**src/rtl/mario_gfx_pkg.sv**
```systemverilog
// Shared graphics types and constants for the sprite pixel pipes.
package mario_gfx_pkg;

    typedef logic [9:0] coord_t;

    typedef struct packed {
        logic [7:0] r;
        logic [7:0] g;
        logic [7:0] b;
    } rgb_t;

    localparam int          SCREEN_W        = 640;
    localparam int          SCREEN_H        = 480;
    localparam logic [23:0] KEY_RGB_DEFAULT = 24'hFF00FF;

endpackage

```
**src/rtl/sprite_bbox.sv**
```systemverilog
// Combinational sprite hit test: screen pixel vs. sprite box, yielding the ROM address.
module sprite_bbox
    import mario_gfx_pkg::*;
#(
    parameter int SPRITE_W = 16,
    parameter int SPRITE_H = 16
) (
    input  coord_t draw_x,
    input  coord_t draw_y,
    input  coord_t pos_x,
    input  coord_t pos_y,
    input  logic   face,
    output logic   in_box,
    output coord_t sprite_x,
    output coord_t sprite_y
);
    localparam logic [10:0] W = 11'(SPRITE_W);
    localparam logic [10:0] H = 11'(SPRITE_H);

    logic [10:0] dx, dy, sx_full, sy_full;

    // 11-bit difference: a pixel left of/above the box wraps to a huge value and fails the test
    always_comb begin
        dx       = {1'b0, draw_x} - {1'b0, pos_x};
        dy       = {1'b0, draw_y} - {1'b0, pos_y};
        in_box   = (dx < W) && (dy < H);
        sx_full  = face ? dx : (W - 11'd1 - dx);
        sy_full  = H - 11'd1 - dy;
        sprite_x = '0;
        sprite_y = '0;
        if (in_box) begin
            sprite_x = sx_full[9:0];
            sprite_y = sy_full[9:0];
        end
    end

endmodule

```
**src/rtl/mario_pixel_pipe.sv**
```systemverilog
// Two-stage Mario sprite compositor between the VGA controller and the sprite ROM,
// with a per-frame position latch so the sprite cannot tear.
module mario_pixel_pipe
    import mario_gfx_pkg::*;
#(
    parameter int          SPRITE_W = 16,
    parameter int          SPRITE_H = 16,
    parameter logic [23:0] KEY_RGB  = KEY_RGB_DEFAULT
) (
    input  logic       Clk,
    input  logic       Reset_n,
    input  logic       pixel_en,
    input  logic [9:0] DrawX,
    input  logic [9:0] DrawY,
    input  logic       HS_in,
    input  logic       VS_in,
    input  logic       BLANK_N_in,
    input  logic [7:0] BgR,
    input  logic [7:0] BgG,
    input  logic [7:0] BgB,
    input  logic [9:0] MarioX,
    input  logic [9:0] MarioY,
    input  logic       FaceLeft,
    output logic [9:0] SpriteX,
    output logic [9:0] SpriteY,
    input  logic [7:0] SpriteR,
    input  logic [7:0] SpriteG,
    input  logic [7:0] SpriteB,
    output logic [7:0] Red,
    output logic [7:0] Green,
    output logic [7:0] Blue,
    output logic       HS,
    output logic       VS,
    output logic       BLANK_N,
    output logic       mario_on
);
    coord_t pos_x, pos_y;
    logic   face, vs_prev;

    logic   box_c;
    coord_t sx_c, sy_c;

    logic   in_box1, hs1, vs1, blank1;
    rgb_t   bg1, pix, rom_rgb;
    logic   opaque;

    sprite_bbox #(.SPRITE_W(SPRITE_W), .SPRITE_H(SPRITE_H)) u_bbox (
        .draw_x   (DrawX),
        .draw_y   (DrawY),
        .pos_x    (pos_x),
        .pos_y    (pos_y),
        .face     (face),
        .in_box   (box_c),
        .sprite_x (sx_c),
        .sprite_y (sy_c)
    );

    // ROM data arrives combinationally from the registered stage-1 address
    assign rom_rgb = {SpriteR, SpriteG, SpriteB};
    assign opaque  = in_box1 && (rom_rgb != KEY_RGB);

    always_ff @(posedge Clk) begin
        if (!Reset_n) begin
            pos_x    <= '0;
            pos_y    <= '0;
            face     <= 1'b0;
            vs_prev  <= 1'b1;
            SpriteX  <= '0;
            SpriteY  <= '0;
            in_box1  <= 1'b0;
            bg1      <= '0;
            hs1      <= 1'b1;
            vs1      <= 1'b1;
            blank1   <= 1'b0;
            pix      <= '0;
            mario_on <= 1'b0;
            HS       <= 1'b1;
            VS       <= 1'b1;
            BLANK_N  <= 1'b0;
        end else if (pixel_en) begin
            // New position takes effect from the tick after VS falls
            vs_prev <= VS_in;
            if (vs_prev && !VS_in) begin
                pos_x <= MarioX;
                pos_y <= MarioY;
                face  <= FaceLeft;
            end

            SpriteX <= sx_c;
            SpriteY <= sy_c;
            in_box1 <= box_c;
            bg1     <= {BgR, BgG, BgB};
            hs1     <= HS_in;
            vs1     <= VS_in;
            blank1  <= BLANK_N_in;

            HS      <= hs1;
            VS      <= vs1;
            BLANK_N <= blank1;
            if (!blank1) begin
                pix      <= '0;
                mario_on <= 1'b0;
            end else if (opaque) begin
                pix      <= rom_rgb;
                mario_on <= 1'b1;
            end else begin
                pix      <= bg1;
                mario_on <= 1'b0;
            end
        end
    end

    assign Red   = pix.r;
    assign Green = pix.g;
    assign Blue  = pix.b;

endmodule
```
**config.mk**
```make
export PLATFORM = sky130hd
export DESIGN_NAME = mario_pixel_pipe
export DESIGN_NICKNAME = d
export VERILOG_FILES = /design/src/rtl/mario_gfx_pkg.sv /design/src/rtl/sprite_bbox.sv /design/src/rtl/mario_pixel_pipe.sv
export SDC_FILE = /design/constraint.sdc
export NUM_CORES = 1
export LEC_CHECK = 0
export CORE_MARGIN = 5
export CORE_UTILIZATION = 48
export CTS_CLUSTER_DIAMETER = 100
export DETAILED_ROUTE_END_ITERATION = 16
export PLACE_DENSITY = 0.9
export SLEW_MARGIN = 20
export SYNTH_ARGS = -nofsm -noshare
export SYNTH_HDL_FRONTEND = slang
export SYNTH_SLANG_ARGS = --single-unit
```
**constraint.sdc**
```tcl
create_clock -name Clk -period 4.25 [get_ports Clk]
set_input_delay 1.275 -clock Clk [delete_from_list [all_inputs] [get_ports Clk]]
set_output_delay 1.275 -clock Clk [all_outputs]
set_load 0.02 [all_outputs]
```
[After elaboration in Yosys (flattened, before gate mapping)]
Cells that the tools add are included.
Word-level totals
  bits in latches: 0
  RAM bits: 0
  register bits after elaboration: 97
  ROM bits: 0
  memories kept: 0
Cells by class
  equality and inequality tests: 1
  magnitude comparators: 2
  bitwise operators: 0
  add/sub/neg operators: 4
  muxes and demuxes: 7
  shift-type cells: 0
  reductions and logical operators: 5
  $mul: 0
  divide/modulo/power cells: 0
Operator list (number)
  $mux 24: 2
  $mux 10: 3
  $ne 24x24->1 const B: 1
  $lt 11x5->1 const B: 2
  $sub 10x10->11: 2
  $sub 4x10->10 const A: 2
  $logic_and 1x1->1: 3
  $mux 1: 2
  $reduce_and 2->1: 1
  $logic_not 1->1: 1

[Depth between registers and ports, before layout]
Gate-level depths: netlist of run 1.
  depth after elaboration: 4
  gate-level depth with buffers: 13
  gate-level depth less buffers: 13

[By module]
From an unflattened synthesis of run 1, not the netlist that was laid out.
Second synthesis, totals
  cell total of the unflattened synthesis: 622
  area total of the unflattened synthesis: 5521.5 µm²
By module, submodules not included
  mario_pixel_pipe: area each 4085.2 µm², sequential area each 1941.9 µm², instances 1, cells an instance 429
  sprite_bbox: area each 1436.4 µm², sequential area each 0.0 µm², instances 1, cells an instance 193

[Worst setup path before layout of run 1]
OpenSTA, ideal clock, no wires.
  path kind: input to register
  from: in DrawX[0]
  to: reg SpriteX[1]
  slack: 773 ps
  library setup time: 67 ps
  data required time: 4183 ps
  cell stages on the path: 12
  data arrival time: 3410 ps
  cell sequence: inv_1 ha_1 inv_1 fa_1 a21o_1 nand4_1 a31oi_1 a2111o_1 a2111oi_1 nand3_1 buf_6 o21ai_2
On the way
  longest elaborated chain between the ends: 4
  elaborated cells between the ends (all ways): 6
  classes of those cells: add/sub (2); order compare (1); mux (2); reduce/logical (1)
Ends and longest elaborated chain
  start: declaration: RTL line mario_pixel_pipe.sv:13  | input logic [9:0] DrawX,
  $sub 10x10->11 *: RTL line sprite_bbox.sv:24  | dx = {1'b0, draw_x} - {1'b0, pos_x};
  $sub 4x10->10 or $lt 11x5->1 (tied branches): RTL line sprite_bbox.sv:27, sprite_bbox.sv:26
  $mux 10 or $logic_and 1x1->1 (tied branches): RTL line sprite_bbox.sv:27, sprite_bbox.sv:26
  $mux 10 *: RTL line sprite_bbox.sv:31  | if (in_box) begin
  end signal: assignment: RTL line mario_pixel_pipe.sv:68  | SpriteX <= '0;
  end signal: assignment: RTL line mario_pixel_pipe.sv:89  | SpriteX <= sx_c;
  end: declaration: RTL line mario_pixel_pipe.sv:24  | output logic [9:0] SpriteX,
Every way passes the cells marked *; elsewhere a longest branch is shown, timed or not.
A chain may end at the register's enable or synchronous reset.

[Worst setup path in the final report of run 1]
  from: in DrawX[0]
  to: reg SpriteY[3]
On the way
  longest elaborated chain between the ends: 4
Ends and longest elaborated chain
  $sub 10x10->11: RTL line sprite_bbox.sv:24
  $lt 11x5->1: RTL line sprite_bbox.sv:26  | in_box = (dx < W) && (dy < H);
  $logic_and 1x1->1: RTL line sprite_bbox.sv:26
  $mux 10: RTL line sprite_bbox.sv:31
  end signal: assignment: RTL line mario_pixel_pipe.sv:90  | SpriteY <= sy_c;
  end: declaration: RTL line mario_pixel_pipe.sv:25  | output logic [9:0] SpriteY,
No other way between the ends.

==> run metrics, run 1 <==
RSZ-0062 raised after global routing=no; standard-cell rows=36; gr usage total=between 20% and 30%; CP Launch Type=input pin; Slowest-stage cell, CP=clkdlybuf4s50_1; Synth Register Bits=97; Core Box Area=about 10000 um2; clk_skew=approximately 0.013 ns; Starting Density=between 40 and 50%; CTS root buf=clkbuf_8; Worst Tran Pin Value=roughly 0.91 ns; Yosys warning total=0; pin count of the biggest net entering global routing=53; Netlist cell types=52; layout cells sized above 1=under 10%; max-slew violations=0; # Post-CTS Setup Buffers=0; # hold bufs at CTS=0; Routed WL=12.9 mm; critical setup path kind=in2reg; final hold vios=0; Clock power frac=roughly a third; Num CTS Buffers=9; Critical Path Fanout Max=15; combinational share of power=19.9%; syn_nets=668; Setup WS post-layout=approximately 0.47 ns; Post-DP HPWL=10.3 mm; Clock Pin Slew Worst Setup and Hold Paths=~0.080 ns; power density over cell area=slightly below 300 nW/um2; die span in x=about 110 um; Post-Syn Area=approximately 4800 um2; first-pass GRT wire length=about 21 mm; Multi-input gate area=roughly 2700 um2; sw frac=between 20% and 30%; Sequential cell area=roughly 2000 um2; Pre-antenna DRT Iters=4; GP Congestion=between 0.9 and 1; total power=1960 uW; worst IR drop on VDD=between 0.2 and 0.25 mV; fillers=786; delay-heaviest family, CP=compound AO/OA/AOI/OAI gates; # IOs=about 140; DR iter-0 viols=between 200 and 250; WP data required=roughly 4.5 ns; Syn-to-layout area delta=35.7%; Worst path max stage delay=0.42 ns; routed via count=4322; status=completed; total gr overflow=0; Synth Instances=549; syn_area_per_cell=just under 9 um2; CP Depth=13; Die Area=between 10000 and 15000 um2; clk_lat worst skew=between 0.3 and 0.4 ns; final-report setup violation count=0; I/O Buffers=around 140; maxcap violations=0; Flop pwr share=between 40% and 50%; CP Data Arrival Time=4.06 ns; sequential area share after synthesis=between 40% and 50%; Fmax achieved=264 MHz; fin crit period=approximately 3.8 ns; vias in the first global route=about 4400; DR WL/cell=around 16 um; most frequent CP cell=inv_1; setup TNS=0 ns; Longest Clk Path Bufs=2; H-tree levels=3; Tcrit/Tclk final=around nine tenths; Register-to-Register Path Depth=11; ant diodes=0; Post-synth EDFFs=0; crit-path cells=clkdlybuf4s50_1, inv_1, ha_1, inv_1, fa_1, a21o_1, nand4_1, a31oi_1, a2111o_1, a2111oi_1, nand3_1, buf_4, o21ai_0; Int Pwr=1420 uW; hold slack=0.450 ns; DIE HEIGHT=about 110 um; hold depth=2; CTS tree=yes; Routed Antenna Nets=0; Synth async-reset ratio=0%; vias per cell=between 5 and 6; antenna violations before repair=0; Sw Pwr=~530 uW; clock sinks=97; crit path capture type=flip-flop; Residual DRC=0; HP Class=reg2reg; worst slack, placed=roughly 0.14 ns; Main synth FF type=dfxtp_1; Leak=roughly 0.0024 uW; slew margin rel.=between 30 and 40%; Post-CTS Resized=0; Nets=approximately 800; WP buf/inv=4
## layer usage
layer  part of all wire, %  wire length [um]  global-route usage, %
met3                   4.3               553                   3.61
met1                    42              5490                   24.7
met4                   3.7               484                   11.0
met5                     0                 0                      0
met2                    50              6410                   35.7
## power by group through the flow
stage	Clock [uW]	Sequential (uW)	Combinational [uW]
floorplan	0	971	231
global placement	0	971	371
detailed placement	0	973	384
CTS	627	952	386
global route	668	956	425
finish	615	952	389
## cell usage after synthesis, types with 4 or more instances
cell type / n / area, um2
inv_1: 32 / 120
nand2_1: 95 / 357
a21o_1: 6 / 45.0
a21oi_1: 9 / 45.0
and2_1: 6 / 37.5
a31oi_1: 8 / 50.1
o21ai_0: 41 / 205
o21ai_2: 7 / 61.3
xnor2_1: 8 / 70.1
a21boi_0: 22 / 165
a311oi_1: 5 / 43.8
xor2_1: 7 / 61.3
nand4_1: 5 / 31.3
nand3_1: 5 / 25.0
mux2i_1: 53 / 531
dfxtp_1: 97 / 1940
nor2b_1: 29 / 181
nor2_1: 11 / 41.3
nor3_1: 4 / 20.0
buf_2: 6 / 30.0
ha_1: 22 / 275
clkbuf_1: 21 / 78.8
## cells in the final DEF, fill, tap and decap left out, types with 3 or more instances in the layout
master	count
a21o_1	6
a31oi_1	7
ha_1	22
inv_1	32
buf_4	7
dfxtp_1	97
nand3_1	5
nor2_1	11
clkdlybuf4s50_1	141
nor2b_1	28
a21oi_1	9
xnor2_1	8
a311oi_1	5
o21a_1	3
xor2_1	7
nand4_1	5
o21ai_0	41
nand2b_1	3
nor3_1	4
o211ai_1	3
mux2i_1	53
clkinvlp_4	3
clkbuf_8	10
and2_1	6
o21ai_2	7
or2_2	3
a21boi_0	22
a211oi_1	3
nand2_1	95
## cell families (layout without fill, tap and decap cells)
logic type / after synthesis / after routing / share of synthesized area, %
XOR/XNOR: 15 / 15 / 2.71
adder cells (fa/ha/maj): 24 / 24 / 6.50
buffers and inverters: 62 / 196 / 5.11
AO/OA/AOI/OAI: 124 / 124 / 17.3
flip-flops: 97 / 97 / 40.1
multiplexers: 53 / 53 / 10.9
AND/OR/NAND/NOR: 174 / 174 / 17.3
## tightest hold or removal path: cells and delay by family, from the launching register on
family	cells	cell delay [ns]
flip-flops	1	0.32
AND/OR/NAND/NOR	2	0.09
## area by class of cell
cell class                      count  area share [%]
Multi-Input combinational cell    390            40.7
Sequential cell                    97            29.5
Timing Repair Buffer              149            22.3
Clock inverter                      5           0.970
Clock buffer                       10            2.09
Inverter                           32            1.83
Tap cell                          133            2.53
## flip-flops by register name, indices dropped and copies added, names as in the netlist
signal    flops
BLANK_N       1
Blue          8
Green         8
HS            1
Red           8
SpriteX      10
SpriteY      10
VS            1
bg1          24
blank1        1
face          1
hs1           1
in_box1       1
mario_on      1
pos_x        10
pos_y        10
vs1           1
## final timing paths
path	from	slack, ns	to
hold reg to reg	in_box1	0.45	in_box1
setup / recovery	DrawX[0]	0.47	SpriteY[3]
setup reg to reg	pos_x[0]	1.43	SpriteY[3]
hold / removal	in_box1	0.45	in_box1
## per-stage QoR
step / std cells / util, % / cell area [um2]
2_1_floorplan: 549 / - / 4850
3_3_place_gp: 801 / 64.9 / 6380
3_5_place_dp: 801 / 64.9 / 6380
4_1_cts: 816 / 67.0 / 6580
5_1_grt: 816 / 67.0 / 6580
6_report: 816 / 67.0 / 6580
No activity file was read; power rests on OpenSTA's default activity.
==> run 2, diff against run 1 <==
- CAP_MARGIN: default -> 0
==> results of run 2 <==
The final DEF is identical to that of run 1; final timing and power are the same.
